## src/rtl/id_ex_hazard_stage_pkg.sv

```systemverilog
// ---------------------------------------------------------------------------
// rv_pipe_pkg
// Shared definitions for the RV32I ID/EX pipeline stage:
//   - forwarding select encodings (FWD_NONE / FWD_MEMWB / FWD_EXMEM)
//   - bit positions inside the opaque ID/EX control bundle
//   - default datapath / register-index / control widths
// ---------------------------------------------------------------------------
package rv_pipe_pkg;

  localparam int XLEN_DEF    = 32;
  localparam int RADDR_W_DEF = 5;
  localparam int CTRL_W_DEF  = 8;

  typedef enum logic [1:0] {
    FWD_NONE  = 2'b00,
    FWD_MEMWB = 2'b01,
    FWD_EXMEM = 2'b10
  } fwd_sel_e;

  // Control bundle layout: [0] reg_write, [1] mem_read, [2] alu_src,
  // [6:3] alu_sel, [7] spare (passed through untouched).
  localparam int CTRL_REG_WRITE   = 0;
  localparam int CTRL_MEM_READ    = 1;
  localparam int CTRL_ALU_SRC     = 2;
  localparam int CTRL_ALU_SEL_LSB = 3;
  localparam int CTRL_ALU_SEL_W   = 4;

endpackage

```

## src/rtl/id_ex_hazard_stage_if.sv

```systemverilog
// ---------------------------------------------------------------------------
// id_ex_if
// Bundles the decode-side inputs, the EX/MEM and MEM/WB writeback taps and
// the EX-side outputs of the ID/EX stage.
//   master : decode / later-stage side (drives id_*, exmem_*, memwb_*)
//   slave  : the ID/EX stage (drives ex_*, op_a/op_b, store_data, fwd_a/b)
// ---------------------------------------------------------------------------
interface id_ex_if #(
  parameter int XLEN    = 32,
  parameter int RADDR_W = 5,
  parameter int CTRL_W  = 8
);
  logic               id_valid;
  logic [RADDR_W-1:0] id_rs1;
  logic [RADDR_W-1:0] id_rs2;
  logic [RADDR_W-1:0] id_rd;
  logic               id_use_rs1;
  logic               id_use_rs2;
  logic [XLEN-1:0]    id_rs1_data;
  logic [XLEN-1:0]    id_rs2_data;
  logic [XLEN-1:0]    id_imm;
  logic [CTRL_W-1:0]  id_ctrl;

  logic [RADDR_W-1:0] exmem_rd;
  logic               exmem_reg_write;
  logic [XLEN-1:0]    exmem_result;
  logic [RADDR_W-1:0] memwb_rd;
  logic               memwb_reg_write;
  logic [XLEN-1:0]    memwb_data;

  logic               ex_valid;
  logic [RADDR_W-1:0] ex_rd;
  logic [CTRL_W-1:0]  ex_ctrl;
  logic [XLEN-1:0]    ex_imm;
  logic [XLEN-1:0]    op_a;
  logic [XLEN-1:0]    op_b;
  logic [XLEN-1:0]    store_data;
  logic [1:0]         fwd_a;
  logic [1:0]         fwd_b;

  modport master (
    output id_valid, id_rs1, id_rs2, id_rd, id_use_rs1, id_use_rs2,
           id_rs1_data, id_rs2_data, id_imm, id_ctrl,
           exmem_rd, exmem_reg_write, exmem_result,
           memwb_rd, memwb_reg_write, memwb_data,
    input  ex_valid, ex_rd, ex_ctrl, ex_imm, op_a, op_b, store_data,
           fwd_a, fwd_b
  );

  modport slave (
    input  id_valid, id_rs1, id_rs2, id_rd, id_use_rs1, id_use_rs2,
           id_rs1_data, id_rs2_data, id_imm, id_ctrl,
           exmem_rd, exmem_reg_write, exmem_result,
           memwb_rd, memwb_reg_write, memwb_data,
    output ex_valid, ex_rd, ex_ctrl, ex_imm, op_a, op_b, store_data,
           fwd_a, fwd_b
  );
endinterface

```

## src/rtl/id_ex_hazard_stage_fwd_select.sv

```systemverilog
// ---------------------------------------------------------------------------
// fwd_select
// Picks the forwarding source for one source register index.
//   rs_i                     : source register index being read
//   exmem_rd_i / exmem_we_i  : EX/MEM destination and write enable
//   memwb_rd_i / memwb_we_i  : MEM/WB destination and write enable
//   sel_o                    : FWD_EXMEM, FWD_MEMWB or FWD_NONE
// EX/MEM holds the younger result, so it wins; x0 never forwards.
// ---------------------------------------------------------------------------
module fwd_select
  import rv_pipe_pkg::*;
#(
  parameter int RADDR_W = RADDR_W_DEF
) (
  input  logic [RADDR_W-1:0] rs_i,
  input  logic [RADDR_W-1:0] exmem_rd_i,
  input  logic               exmem_we_i,
  input  logic [RADDR_W-1:0] memwb_rd_i,
  input  logic               memwb_we_i,
  output logic [1:0]         sel_o
);

  always_comb begin
    sel_o = FWD_NONE;
    if (exmem_we_i && (exmem_rd_i != '0) && (exmem_rd_i == rs_i)) begin
      sel_o = FWD_EXMEM;
    end else if (memwb_we_i && (memwb_rd_i != '0) && (memwb_rd_i == rs_i)) begin
      sel_o = FWD_MEMWB;
    end
  end

endmodule

```

## src/rtl/id_ex_hazard_stage.sv

```systemverilog
// ---------------------------------------------------------------------------
// id_ex_hazard_stage
// ID/EX pipeline register for the RV32I core with load-use stall detection,
// EX/MEM + MEM/WB operand forwarding and a WB->ID write-through bypass.
//   clk, rst : clock (rising edge), synchronous active-high reset
//   en       : global advance; 0 holds every register
//   flush    : squash the instruction entering EX (bubble)
//   stall_o  : load-use stall request to PC / IF-ID
//   bus      : id_ex_if.slave - decode inputs, writeback taps, EX outputs
// Register update priority: rst > !en > flush > stall_o > capture.
// ---------------------------------------------------------------------------
module id_ex_hazard_stage
  import rv_pipe_pkg::*;
#(
  parameter int XLEN    = XLEN_DEF,
  parameter int RADDR_W = RADDR_W_DEF,
  parameter int CTRL_W  = CTRL_W_DEF
) (
  input  logic    clk,
  input  logic    rst,
  input  logic    en,
  input  logic    flush,
  output logic    stall_o,
  id_ex_if.slave  bus
);

  logic               ex_valid_q, ex_valid_d;
  logic [RADDR_W-1:0] ex_rd_q, ex_rd_d;
  logic [RADDR_W-1:0] ex_rs1_q, ex_rs1_d;
  logic [RADDR_W-1:0] ex_rs2_q, ex_rs2_d;
  logic [CTRL_W-1:0]  ex_ctrl_q, ex_ctrl_d;
  logic [XLEN-1:0]    ex_imm_q, ex_imm_d;
  logic [XLEN-1:0]    ex_rs1_data_q, ex_rs1_data_d;
  logic [XLEN-1:0]    ex_rs2_data_q, ex_rs2_data_d;

  logic [1:0]         byp1_sel, byp2_sel;
  logic [1:0]         fwd_a_sel, fwd_b_sel;
  logic               hit_rs1, hit_rs2;
  logic [XLEN-1:0]    rs1_fwd, rs2_fwd;

  // ---- ID side: WB->ID bypass and load-use detection ----
  // The register bank is written at the end of WB, so a same-cycle read
  // returns stale data; the MEM/WB tap with EX/MEM disabled tells us when.
  fwd_select #(.RADDR_W(RADDR_W)) u_byp_rs1 (
    .rs_i       (bus.id_rs1),
    .exmem_rd_i ('0),
    .exmem_we_i (1'b0),
    .memwb_rd_i (bus.memwb_rd),
    .memwb_we_i (bus.memwb_reg_write),
    .sel_o      (byp1_sel)
  );

  fwd_select #(.RADDR_W(RADDR_W)) u_byp_rs2 (
    .rs_i       (bus.id_rs2),
    .exmem_rd_i ('0),
    .exmem_we_i (1'b0),
    .memwb_rd_i (bus.memwb_rd),
    .memwb_we_i (bus.memwb_reg_write),
    .sel_o      (byp2_sel)
  );

  assign hit_rs1 = bus.id_use_rs1 && (bus.id_rs1 == ex_rd_q);
  assign hit_rs2 = bus.id_use_rs2 && (bus.id_rs2 == ex_rd_q);

  // A squashed ID instruction cannot need load data, so flush masks the stall.
  assign stall_o = !flush && ex_valid_q && ex_ctrl_q[CTRL_MEM_READ] &&
                   bus.id_valid && (ex_rd_q != '0) && (hit_rs1 || hit_rs2);

  always_comb begin
    ex_valid_d    = ex_valid_q;
    ex_rd_d       = ex_rd_q;
    ex_rs1_d      = ex_rs1_q;
    ex_rs2_d      = ex_rs2_q;
    ex_ctrl_d     = ex_ctrl_q;
    ex_imm_d      = ex_imm_q;
    ex_rs1_data_d = ex_rs1_data_q;
    ex_rs2_data_d = ex_rs2_data_q;
    if (en) begin
      if (flush || stall_o) begin
        // Bubble: clearing ctrl kills reg_write/mem_read, which also ends
        // the stall after exactly one cycle.
        ex_valid_d    = 1'b0;
        ex_rd_d       = '0;
        ex_rs1_d      = '0;
        ex_rs2_d      = '0;
        ex_ctrl_d     = '0;
        ex_imm_d      = '0;
        ex_rs1_data_d = '0;
        ex_rs2_data_d = '0;
      end else begin
        ex_valid_d    = bus.id_valid;
        ex_rd_d       = bus.id_rd;
        ex_rs1_d      = bus.id_rs1;
        ex_rs2_d      = bus.id_rs2;
        ex_ctrl_d     = bus.id_ctrl;
        ex_imm_d      = bus.id_imm;
        ex_rs1_data_d = (byp1_sel == FWD_MEMWB) ? bus.memwb_data : bus.id_rs1_data;
        ex_rs2_data_d = (byp2_sel == FWD_MEMWB) ? bus.memwb_data : bus.id_rs2_data;
      end
    end
  end

  // ---- ID/EX register boundary ----
  always_ff @(posedge clk) begin
    if (rst) begin
      ex_valid_q    <= 1'b0;
      ex_rd_q       <= '0;
      ex_rs1_q      <= '0;
      ex_rs2_q      <= '0;
      ex_ctrl_q     <= '0;
      ex_imm_q      <= '0;
      ex_rs1_data_q <= '0;
      ex_rs2_data_q <= '0;
    end else begin
      ex_valid_q    <= ex_valid_d;
      ex_rd_q       <= ex_rd_d;
      ex_rs1_q      <= ex_rs1_d;
      ex_rs2_q      <= ex_rs2_d;
      ex_ctrl_q     <= ex_ctrl_d;
      ex_imm_q      <= ex_imm_d;
      ex_rs1_data_q <= ex_rs1_data_d;
      ex_rs2_data_q <= ex_rs2_data_d;
    end
  end

  // ---- EX side: operand forwarding and ALU operand select ----
  fwd_select #(.RADDR_W(RADDR_W)) u_fwd_a (
    .rs_i       (ex_rs1_q),
    .exmem_rd_i (bus.exmem_rd),
    .exmem_we_i (bus.exmem_reg_write),
    .memwb_rd_i (bus.memwb_rd),
    .memwb_we_i (bus.memwb_reg_write),
    .sel_o      (fwd_a_sel)
  );

  fwd_select #(.RADDR_W(RADDR_W)) u_fwd_b (
    .rs_i       (ex_rs2_q),
    .exmem_rd_i (bus.exmem_rd),
    .exmem_we_i (bus.exmem_reg_write),
    .memwb_rd_i (bus.memwb_rd),
    .memwb_we_i (bus.memwb_reg_write),
    .sel_o      (fwd_b_sel)
  );

  always_comb begin
    rs1_fwd = ex_rs1_data_q;
    case (fwd_a_sel)
      FWD_EXMEM: rs1_fwd = bus.exmem_result;
      FWD_MEMWB: rs1_fwd = bus.memwb_data;
      default:   rs1_fwd = ex_rs1_data_q;
    endcase
  end

  always_comb begin
    rs2_fwd = ex_rs2_data_q;
    case (fwd_b_sel)
      FWD_EXMEM: rs2_fwd = bus.exmem_result;
      FWD_MEMWB: rs2_fwd = bus.memwb_data;
      default:   rs2_fwd = ex_rs2_data_q;
    endcase
  end

  assign bus.ex_valid   = ex_valid_q;
  assign bus.ex_rd      = ex_rd_q;
  assign bus.ex_ctrl    = ex_ctrl_q;
  assign bus.ex_imm     = ex_imm_q;
  assign bus.op_a       = rs1_fwd;
  // Stores still need the forwarded rs2 even when op_b carries the immediate.
  assign bus.op_b       = ex_ctrl_q[CTRL_ALU_SRC] ? ex_imm_q : rs2_fwd;
  assign bus.store_data = rs2_fwd;
  assign bus.fwd_a      = fwd_a_sel;
  assign bus.fwd_b      = fwd_b_sel;

endmodule

```

## src/flat_wrapper.sv

```systemverilog
// flat-port wrapper written by rule: the top's interface ports become plain ports
module id_ex_hazard_stage_flat import rv_pipe_pkg::*;
#(
  parameter int XLEN    = XLEN_DEF,
  parameter int RADDR_W = RADDR_W_DEF,
  parameter int CTRL_W  = CTRL_W_DEF
)
  (clk, rst, en, flush, stall_o, bus_id_valid, bus_id_rs1, bus_id_rs2, bus_id_rd, bus_id_use_rs1, bus_id_use_rs2, bus_id_rs1_data, bus_id_rs2_data, bus_id_imm, bus_id_ctrl, bus_exmem_rd, bus_exmem_reg_write, bus_exmem_result, bus_memwb_rd, bus_memwb_reg_write, bus_memwb_data, bus_ex_valid, bus_ex_rd, bus_ex_ctrl, bus_ex_imm, bus_op_a, bus_op_b, bus_store_data, bus_fwd_a, bus_fwd_b);
  id_ex_if #(.XLEN(XLEN), .RADDR_W(RADDR_W), .CTRL_W(CTRL_W)) bus_i ();
  input  logic clk;
  input  logic rst;
  input  logic en;
  input  logic flush;
  output logic stall_o;
  input wire logic [$bits(bus_i.id_valid)-1:0] bus_id_valid;
  input wire logic [$bits(bus_i.id_rs1)-1:0] bus_id_rs1;
  input wire logic [$bits(bus_i.id_rs2)-1:0] bus_id_rs2;
  input wire logic [$bits(bus_i.id_rd)-1:0] bus_id_rd;
  input wire logic [$bits(bus_i.id_use_rs1)-1:0] bus_id_use_rs1;
  input wire logic [$bits(bus_i.id_use_rs2)-1:0] bus_id_use_rs2;
  input wire logic [$bits(bus_i.id_rs1_data)-1:0] bus_id_rs1_data;
  input wire logic [$bits(bus_i.id_rs2_data)-1:0] bus_id_rs2_data;
  input wire logic [$bits(bus_i.id_imm)-1:0] bus_id_imm;
  input wire logic [$bits(bus_i.id_ctrl)-1:0] bus_id_ctrl;
  input wire logic [$bits(bus_i.exmem_rd)-1:0] bus_exmem_rd;
  input wire logic [$bits(bus_i.exmem_reg_write)-1:0] bus_exmem_reg_write;
  input wire logic [$bits(bus_i.exmem_result)-1:0] bus_exmem_result;
  input wire logic [$bits(bus_i.memwb_rd)-1:0] bus_memwb_rd;
  input wire logic [$bits(bus_i.memwb_reg_write)-1:0] bus_memwb_reg_write;
  input wire logic [$bits(bus_i.memwb_data)-1:0] bus_memwb_data;
  output wire logic [$bits(bus_i.ex_valid)-1:0] bus_ex_valid;
  output wire logic [$bits(bus_i.ex_rd)-1:0] bus_ex_rd;
  output wire logic [$bits(bus_i.ex_ctrl)-1:0] bus_ex_ctrl;
  output wire logic [$bits(bus_i.ex_imm)-1:0] bus_ex_imm;
  output wire logic [$bits(bus_i.op_a)-1:0] bus_op_a;
  output wire logic [$bits(bus_i.op_b)-1:0] bus_op_b;
  output wire logic [$bits(bus_i.store_data)-1:0] bus_store_data;
  output wire logic [$bits(bus_i.fwd_a)-1:0] bus_fwd_a;
  output wire logic [$bits(bus_i.fwd_b)-1:0] bus_fwd_b;
  assign bus_i.id_valid = bus_id_valid;
  assign bus_i.id_rs1 = bus_id_rs1;
  assign bus_i.id_rs2 = bus_id_rs2;
  assign bus_i.id_rd = bus_id_rd;
  assign bus_i.id_use_rs1 = bus_id_use_rs1;
  assign bus_i.id_use_rs2 = bus_id_use_rs2;
  assign bus_i.id_rs1_data = bus_id_rs1_data;
  assign bus_i.id_rs2_data = bus_id_rs2_data;
  assign bus_i.id_imm = bus_id_imm;
  assign bus_i.id_ctrl = bus_id_ctrl;
  assign bus_i.exmem_rd = bus_exmem_rd;
  assign bus_i.exmem_reg_write = bus_exmem_reg_write;
  assign bus_i.exmem_result = bus_exmem_result;
  assign bus_i.memwb_rd = bus_memwb_rd;
  assign bus_i.memwb_reg_write = bus_memwb_reg_write;
  assign bus_i.memwb_data = bus_memwb_data;
  assign bus_ex_valid = bus_i.ex_valid;
  assign bus_ex_rd = bus_i.ex_rd;
  assign bus_ex_ctrl = bus_i.ex_ctrl;
  assign bus_ex_imm = bus_i.ex_imm;
  assign bus_op_a = bus_i.op_a;
  assign bus_op_b = bus_i.op_b;
  assign bus_store_data = bus_i.store_data;
  assign bus_fwd_a = bus_i.fwd_a;
  assign bus_fwd_b = bus_i.fwd_b;
  id_ex_hazard_stage #(.XLEN(XLEN), .RADDR_W(RADDR_W), .CTRL_W(CTRL_W)) u_core (.clk(clk), .rst(rst), .en(en), .flush(flush), .stall_o(stall_o), .bus(bus_i));
endmodule
```

## config.mk

```make
export PLATFORM = sky130hd
export DESIGN_NAME = id_ex_hazard_stage_flat
export DESIGN_NICKNAME = d
export VERILOG_FILES = /design/src/rtl/id_ex_hazard_stage_pkg.sv /design/src/rtl/id_ex_hazard_stage_if.sv /design/src/rtl/id_ex_hazard_stage_fwd_select.sv /design/src/rtl/id_ex_hazard_stage.sv /design/src/flat_wrapper.sv
export SDC_FILE = /design/constraint.sdc
export NUM_CORES = 1
export LEC_CHECK = 0
export ABC_AREA = 1
export CAP_MARGIN = 10
export CORE_ASPECT_RATIO = 1.4
export CORE_MARGIN = 5
export CORE_UTILIZATION = 45
export DETAILED_ROUTE_END_ITERATION = 8
export PLACE_DENSITY = 0.8
export SYNTH_ARGS = -nofsm -noshare
export SYNTH_HDL_FRONTEND = slang
export SYNTH_HIERARCHICAL = 1
export SYNTH_SLANG_ARGS = --single-unit
```

## constraint.sdc

```tcl
create_clock -name clk -period 3.7 [get_ports clk]
set_clock_uncertainty 0.1 [all_clocks]
set_input_delay 0.37 -clock clk [delete_from_list [all_inputs] [get_ports clk]]
set_output_delay 0.37 -clock clk [all_outputs]
set_load 0.01 [all_outputs]
```

==> results.cfg <==
[run_status]
status = completed

[place]
routabilityCongestion = 0.886
numPortBuffers = 348
dp_slack_ps = -173
placed_area_um2 = 13300
dp_hpwl_um = 28000

[hold_path]
min-delay-start = u_core/ex_rs1_q[4]$_SDFFE_PP0P_
hp-class = flop to flop
min_path_cells = 2

[critical_path]
endpoint = bus_op_b[9]
crit_buf_inv = 6
cp_top_family = buffers and inverters
required_ps = 3230
cp_max_fo = 6
crit_type = primary input to output pin
critPathCaptureType = output pin
timing.rr.start = u_core/bus.ex_rd[0]$_SDFFE_PP0P_
ff2ff_path_depth = 9
arrival_ps = 3140
cp-start-kind = primary input
crit_path_max_incr_delay_ps = 560
critical-path-top-cell-by-count = nand2_1
crit_start = bus_exmem_rd[3]
worst_r2r_endpoint = u_core/bus.ex_imm[29]$_SDFFE_PP0P_
reg2reg_slack_ps = 1490
cp_cell_sequence = clkdlybuf4s50_1 -> inv_1 -> nand2_1 -> nand2_1 -> nor2_1 -> nand3_1 -> nor2_4 -> nor2_2 -> inv_1 -> ha_4 -> inv_4 -> clkbuf_16 -> nor2_1 -> a21oi_2 -> nand2_2 -> nand2_1 -> clkdlybuf4s50_1
cp_slowest_cell = clkdlybuf4s50_1
worstSetupPathDepth = 17

[routing]
vias = 11800
drc = 0
dr.pass1.iters = 5
viasPerCell = 5.48
drt_wl_total_um = 41300
wl_per_cell_um = 19.3
drtAntennaViolNets = 0
drt_iter0_markers = 1361

[synth]
ys_seq_elements = 120
synth_top_family_by_area = simple AND/OR/NAND/NOR gates
synth_common_cells = nand2_1, a21oi_1, dfxtp_1, inv_1, nand3_1
avgSynthCellArea_um2 = 6.18
synth.most_common_cell = nand2_1
synth_cells = 1532
asyncSetResetFlopFracSynth = 0
ys_types = 22
synth_xor_area_frac = 0.00370
yosysTopAreaCellShare = 0.254
synth_edf_count = 0
synthAdderAreaFrac = 0.00529
synth_compound_area_frac = 0.212
yosysWarnings = 6
synthMuxAreaShare = 0
synth_seq_area_share = 0.254
synth-simple-area-share = 0.405
syn_area_um2 = 9460
synthFlopType = dfxtp_1
netlist_top_cells_area = dfxtp_1, nand2_1, a21oi_1
synth_top_cell_by_area = dfxtp_1

[clock_network]
cts_inserted_buffers = 17
cts_root_buf = clkbuf_16
htree_levels = 4
cts_tree = done
clock_path_buffers = 2
clock_latency_ps = 430
path_clk_slew_ps = 60
cts_sinks = 120

[cells_and_area]
drive_gt1_frac = 0.179
area_growth_pct = 50.5
nets = 2074
fin_area_um2 = 14200
fillerInstances = 1781

[sta]
final-hold-violation-count = 0
report.final.slew_viol_count = 0
grt_setup_unrepaired = true
min_period_ps = 3610
tightest_slew_ps = 909
post-route-period-util = 0.975
fmax_ghz = 0.277
slew_headroom = 0.394
setup-violations-final = 0
fin_setup_tns_ps = 0
worst_slack_ps = 91.6

[floorplan]
num_rows = 62
die_x_um = 133
design.die.area_um2 = 24100
ioPinCount = 349
die_y_um = 182
start_util = 0.459
coreArea_um2 = 20600

[grt]
overflow = 0
grt_pass1_wl_um = 61700
grtUsageTotal = 0.320
grt_pass1_vias = 11200
antenna_found_initial = 6
grt_max_degree = 121

[flow_run]
max_cap_violations = 0

[pwr]
p_total_uw = 4200
power_leakage_uw = 0.00632
ir_worst_vdd_uv = 309
powerDensity_nw_per_um2 = 295
-- kinds of logic after synthesis --
family          after synthesis
buf+inv                     248
fa+ha+maj                     4
other cells                   1
flops                       120
compound gates              332
simple gates                823
xor+xnor                      4
-- worst register-to-register path, stage by stage, from the launching register on --
cell and delay, ps:
dfxtp_1 480, nand2_1 110, nand2_1 90, nor2_1 50, nand3_1 80, nand2_2 110, nand2_8 80, buf_12 580
nand3_1 290, a21oi_1 190
-- how the worst min path moves through the flow --
| stage | to | slack (ps) |
|---|---|---|
| 6_report | u_core/ex_rs1_q[4]$_SDFFE_PP0P_ | 370 |
| 3_3_place_gp | u_core/bus.ex_ctrl[7]$_SDFFE_PP0P_ | 350 |
| 4_1_cts | u_core/ex_rs2_q[4]$_SDFFE_PP0P_ | 370 |
| 3_5_place_dp | u_core/ex_rs2_q[4]$_SDFFE_PP0P_ | 360 |
| 2_1_floorplan | u_core/ex_rs1_q[4]$_SDFFE_PP0P_ | 350 |
| 5_1_grt | u_core/bus.ex_ctrl[0]$_SDFFE_PP0P_ | 380 |
-- power breakdown --
part	leakage, uW	internal [uW]	switching, uW	total (uW)
sequential	0.000979	1340	37.3	1380
clock	0.000287	1080	674	1760
combinational	0.00505	519	542	1060
total	0.00632	2950	1250	4200
-- per-stage QoR --
step           hold WS (ps)  cells   util
6_report                369   2144  0.690
5_1_grt                 384   2143  0.690
4_1_cts                 368   2134  0.677
3_5_place_dp            359   2101  0.646
3_3_place_gp            351   2101  0.646
2_1_floorplan           345   1557      -
-- final cells by class --
type	count	area (um2)	area share
inverters	130	503	0.0353
clock inverters	13	169	0.0119
multi-input cells	1189	6180	0.434
diodes	7	17.5	0.00123
flip-flops and latches	120	2400	0.169
well taps	256	320	0.0225
repair buffers	410	4210	0.295
clock buffers	19	443	0.0311
-- cells in the final DEF, fill, tap and decap left out, types with 7 or more instances in the layout --
cell type	Yosys	routed
o21ai_0	12	12
nand3_1	113	113
nand3_2	90	90
dfxtp_1	120	120
a21oi_1	226	206
dlymetal6s2s_1	0	26
diode_2	0	7
inv_2	12	12
a21oi_2	90	110
nand2_2	5	9
nand2_1	507	503
conb_1	1	26
buf_4	0	45
nor2_2	8	10
nor2_1	98	93
inv_1	118	114
buf_12	10	10
clkdlybuf4s50_1	0	317
clkbuf_16	0	20
-- state kept, by name, indices dropped and copies added (netlist names) --
signal and flops:
u_core/ex_rs2_data_q 32, u_core/bus.ex_imm 32, u_core/bus.ex_ctrl 8, u_core/ex_rs1_q 5, u_core/bus.ex_valid 1, u_core/ex_rs1_data_q 32, u_core/ex_rs2_q 5, u_core/bus.ex_rd 5
-- layer usage --
layer / part of all wire / vias up / global-route usage
li1: - / 5580 / -
met1: 0.36 / 5408 / 0.365
met2: 0.50 / 638 / 0.556
met3: 0.084 / 125 / 0.0642
met4: 0.055 / 0 / 0.183
met5: 0 / - / 0
-- what timing repair did --
| action | CTS | global route |
|---|---|---|
| endpoints found under the setup margin | 23 | 90 |
| gates resized for setup | 16 | 52 |
| gates cloned | 0 | 3 |
| hold buffers | 0 | 0 |
| pin swaps | 0 | 1 |
| endpoints found under the hold margin | 0 | 0 |
| setup buffers | 1 | 0 |
Power figures use the tool's default switching activity.
==> RTL edit 1: new RTL, same settings <==
Take the reset off `ex_rs1_data_q` and load it in a clocked block of its own.
--- a/src/rtl/id_ex_hazard_stage.sv
+++ b/src/rtl/id_ex_hazard_stage.sv
@@ -110,5 +110,4 @@
       ex_ctrl_q     <= '0;
       ex_imm_q      <= '0;
-      ex_rs1_data_q <= '0;
       ex_rs2_data_q <= '0;
     end else begin
@@ -119,7 +118,10 @@
       ex_ctrl_q     <= ex_ctrl_d;
       ex_imm_q      <= ex_imm_d;
-      ex_rs1_data_q <= ex_rs1_data_d;
       ex_rs2_data_q <= ex_rs2_data_d;
     end
+  end
+
+  always_ff @(posedge clk) begin
+    ex_rs1_data_q <= ex_rs1_data_d;
   end
 
Formal check against the unedited RTL: not equivalent (a bounded check fails within 4 cycles, from zero or initial values and one cycle with rst high).
==> RTL edit 1 against the unedited design <==
  * Setup slack better by 0.072 ns
  * Cell area down 6.7%
  * Power decreased by 1.6%
  * Clock power is 6% lower
  * Count of clock-buffer cells in the layout down 1
  * Sequential cell count unchanged
  * Synthesized area fell by 11%
  * Wire length down 7.8%
==> RTL edit 1: results <==
group,metric,value,unit
run_status,status,"finished clean",
synthesis,async_flop_share,0,%
synthesis,yosys.area_share.adder,0.596,%
setup_path,crit_path_max_fanout,5,
synthesis,yosysWarnings,6,
setup_path,critPathSlowestCell,"clkdlybuf4s50_1",
timing,maxSlewHeadroom,31.9,%
setup_path,cp.arrival,3.07,ns
synthesis,synth_top_cells_by_count,"477 x nand2_1, 284 x a21oi_1, 161 x nand3_1, 115 x inv_1, 98 x nor2_1",
synthesis,synth_edf_count,32,
detailed_routing,vias,11155,
global_route,antenna_found_initial,2,
global_route,use_met2,59.5,%
cts,clock_latency,0.42,ns
synthesis,synth_cell_types,24,
placed_design,io_buffers,348,
synthesis,seq_area_frac_synth,32.4,%
worst_hold_path,hp-class,"in2reg",
placed_design,dp_hpwl,27600,um
cts,root_buffer,"clkbuf_16",
detailed_routing,wirelength,38100,um
final_layout,syn2layout_area_growth,58.1,%
cts,clockBufferDepth,2,
synthesis,synth_compound_area_share,18.0,%
timing,hold_viol_final,0,
global_route,grt_pass1_wl,57400,um
global_route,grtUsageTotal,33.5,%
global_route,use_met3,6.37,%
final_layout,num-fill-cells,1591,
global_route,grt_max_degree,89,
synthesis,yosys-top-cells-area,"nand2_1 21%, dfxtp_1 21%, a21oi_1 17%",
cts,clk_pin_slew,0.06,ns
synthesis,synth_xor_area_share,0.417,%
detailed_routing,drt_iter0_markers,1343,
detailed_routing,firstDrtPassIters,8,
final_layout,nets,1987,
cts,numCtsBuffers,17,
placed_design,dpl_cell_area,12500,um^2
global_route,overflow,0,
power,ir_worst_vdd,0.000273,V
setup_path,max_stage_delay,0.53,ns
setup_path,critical_path.top_delay_family,"buffers and inverters",
synthesis,muxShareOfSynthArea,0,%
cts,htree_levels,4,
synthesis,synth_ff_type,"dfxtp_1",
global_route,met1_usage,36.7,%
final_layout,drive_gt1_share,9.70,%
global_route,grt_pass1_vias,10629,
placed_design,gp_congestion,0.951,
power,p_leak,0.00625,uW
## RTL edit 1: worst paths after layout
path	startpoint	to	slack, ns	cells past startpoint
max	bus_exmem_rd[2]	bus_store_data[27]	0.16	17
min	en	u_core/ex_rs1_data_q[9]	0.36	1
max reg2reg	u_core/bus.ex_rd[2]	u_core/ex_rs2_data_q[25]	1.36	9
min reg2reg	u_core/bus.ex_ctrl[0]	u_core/bus.ex_ctrl[0]	0.37	2
## RTL edit 1: cells by family after synthesis
family                   after synthesis
flip-flops                           120
AO/OA/AOI/OAI                        300
buffers and inverters                233
AND/OR/NAND/NOR                      760
XOR/XNOR                               4
other                                  1
adder cells (fa/ha/maj)                4
## RTL edit 1: power breakdown
part	internal, uW	switching, uW
clock network	978	682
registers	1420	37.7
logic	511	505
## RTL edit 1: metrics by stage
stage	setup slack [ns]	TNS (ns)	std cells
2_1_floorplan	0.861	0	1447
3_3_place_gp	-0.184	-1.35	2005
3_5_place_dp	-0.146	-0.839	2005
4_1_cts	0.0101	0	2037
5_1_grt	-0.0140	-0.0280	2040
6_report	0.163	0	2040
## RTL edit 1: final cells by class
type	count	area share (%)
multi-input cells	1094	37.4
well taps	244	2.30
diodes	2	0.0377
clock inverters	14	1.01
clock buffers	18	3.39
inverters	130	3.70
flip-flops and latches	120	20.5
repair buffers	418	31.7
## RTL edit 1: layer usage
metal | vias to the layer above | wire, um | share of wire, %
li1 | 5271 | - | -
met2 | 719 | 19300 | 51
met4 | 0 | 2450 | 6.4
met3 | 152 | 3220 | 8.4
met1 | 5013 | 13200 | 35
met5 | - | 0 | 0
## RTL edit 1: timing repair
| action | in CTS | in global routing |
|---|---|---|
| setup buffers | 0 | 1 |
| hold endpoints to repair | 0 | 0 |
| endpoints found under the setup margin | 26 | 96 |
| resized for setup | 16 | 62 |
| pin swaps | 0 | 1 |
==> RTL edit 2: new RTL, same flow settings <==
Without the edit above. Set the package constant `CTRL_W_DEF` to 12 (it was 8).
--- a/src/rtl/id_ex_hazard_stage_pkg.sv
+++ b/src/rtl/id_ex_hazard_stage_pkg.sv
@@ -10,5 +10,5 @@
   localparam int XLEN_DEF    = 32;
   localparam int RADDR_W_DEF = 5;
-  localparam int CTRL_W_DEF  = 8;
+  localparam int CTRL_W_DEF  = 12;
 
   typedef enum logic [1:0] {
Interface: changed (resized bus_ex_ctrl and bus_id_ctrl); port bits go from 349 to 357. No check against the original RTL was run, so the function may have changed too.
==> RTL edit 2 against the unedited design <==
  * Register-to-register slack better by 0.17 ns
  * Setup slack about the same
  * Cell area down 1.0%
  * Non-clock buffer count rose by 8
  * Count of clock-buffer cells in the layout decreased by 1
  * Power decreased by 1.9%
  * Clock power fell by 7%
  * Sequential cell count rose by 4
  * Critical path type unchanged
  * Synthesized area shrank 2.5%
  * Wire length grew 2.0%
==> RTL edit 2: results <==
group,metric,value,unit
run_status,status,"finished clean",
synthesis,avgSynthCellArea,5.92,um^2
power,p_switching,1280,uW
placed_design,dpl_cell_area,13200,um^2
final_layout,seqCellArea,2480,um^2
placed_design,placedCellCount,2131,
power,powerSeq,1430,uW
placed_design,dp_hpwl,29100,um
setup_path,reg2reg_to,"u_core/bus.ex_ctrl[10]",
cts,clock_latency,0.42,ns
final_layout,antenna_cells,0,
setup_path,max_stage_delay,0.53,ns
synthesis,yosys.area_share.adder,0.543,%
placed_design,io_buffers,356,
final_layout,num-fill-cells,1786,
global_route,grtUsageTotal,34.2,%
power,pwr_density_cell,292,nW/um^2
synthesis,yosys-top-cells-area,"dfxtp_1 27%, nand2_1 21%, a21oi_1 15%",
final_layout,inv_count,134,
cts,post_cts_resize_count,6,
worst_hold_path,min-delay-start,"u_core/bus.ex_ctrl[11]",
setup_path,crit_path_max_fanout,32,
detailed_routing,vias,11995,
final_layout,nonClkBufAreaFrac,30.7,%
global_route,antenna_found_initial,0,
final_layout,syn2layout_area_growth,52.8,%
detailed_routing,drt_iter0_markers,1189,
setup_path,worstReg2RegStart,"u_core/bus.ex_rd[4]",
synthesis,seq_area_frac_synth,26.9,%
power,combinationalPowerShare,25.5,%
final_layout,n_clock_buffer,18,
global_route,grt_max_degree,125,
detailed_routing,wirelength,42100,um
global_route,grt_pass1_wl,63700,um
timing,max_freq,0.277,GHz
placed_design,gp_congestion,0.978,
detailed_routing,dr_wl_met3,3920,um
detailed_routing,viasPerCell,5.53,
synthesis,synth_compound_area_share,20.4,%
setup_path,worstSetupEndpoint,"bus_op_a[29]",
synthesis,synth_top_cells_by_count,"515 x nand2_1, 270 x a21oi_1, 156 x nand3_1, 124 x dfxtp_1, 119 x inv_1",
detailed_routing,firstDrtPassIters,7,
timing,tightest_slew,0.998,ns
power,ir_worst_vdd,0.000325,V
timing,fin_hold_ws,0.363,ns
final_layout,n_all_buffers,418,
detailed_routing,wl_met2,20700,um
final_layout,clock_area_share,4.00,%
cts,clock_sinks,124,
synthesis,synth_cell_types,23,
final_layout,drive_gt1_share,13.4,%
worst_hold_path,hold_path_end,"u_core/bus.ex_ctrl[11]",
power,p_leak,0.00675,uW
final_layout,multi_input_area_share,41.8,%
final_layout,nMultiInputCombCells,1205,
cts,post_cts_buffers,0,
detailed_routing,met1_length,15500,um
setup_path,rrSetupSlack,1.66,ns
[RTL edit 2: cell count changes in the layout (fill, tap and decap cells not counted), sizes merged, moves of 2 or more]
cell / before / now
clkbuf: 22 / 18
diode: 7 / 0
bufinv: 3 / 1
clkdlybuf4s50: 317 / 304
dlymetal6s2s: 26 / 49
dfxtp: 120 / 124
a21oi: 316 / 320
nand3: 203 / 207
buf: 61 / 63
inv: 133 / 140
dlygate4sd2: 3 / 1
nand2: 513 / 521
[RTL edit 2: metal layers]
layer  global-route usage (%)  vias to the layer above
met5                        0                        -
met4                     17.3                        0
met3                     6.29                      151
met2                     57.2                      732
met1                     41.3                     5447
li1                         -                     5665
[RTL edit 2: critical path, delay by kind of cell]
family                     cells  cell delay (ns)
adders and majority gates      1             0.19
buffers and inverters          7             1.69
AOI/OAI and AO/OA              3             0.44
and+or+nand+nor                4             0.41
[RTL edit 2: cells by family after synthesis]
kind of cell,after synthesis
compound gates,336
xor+xnor,4
fa+ha+maj,4
buf+inv,254
flops,124
other cells,1
simple gates,835
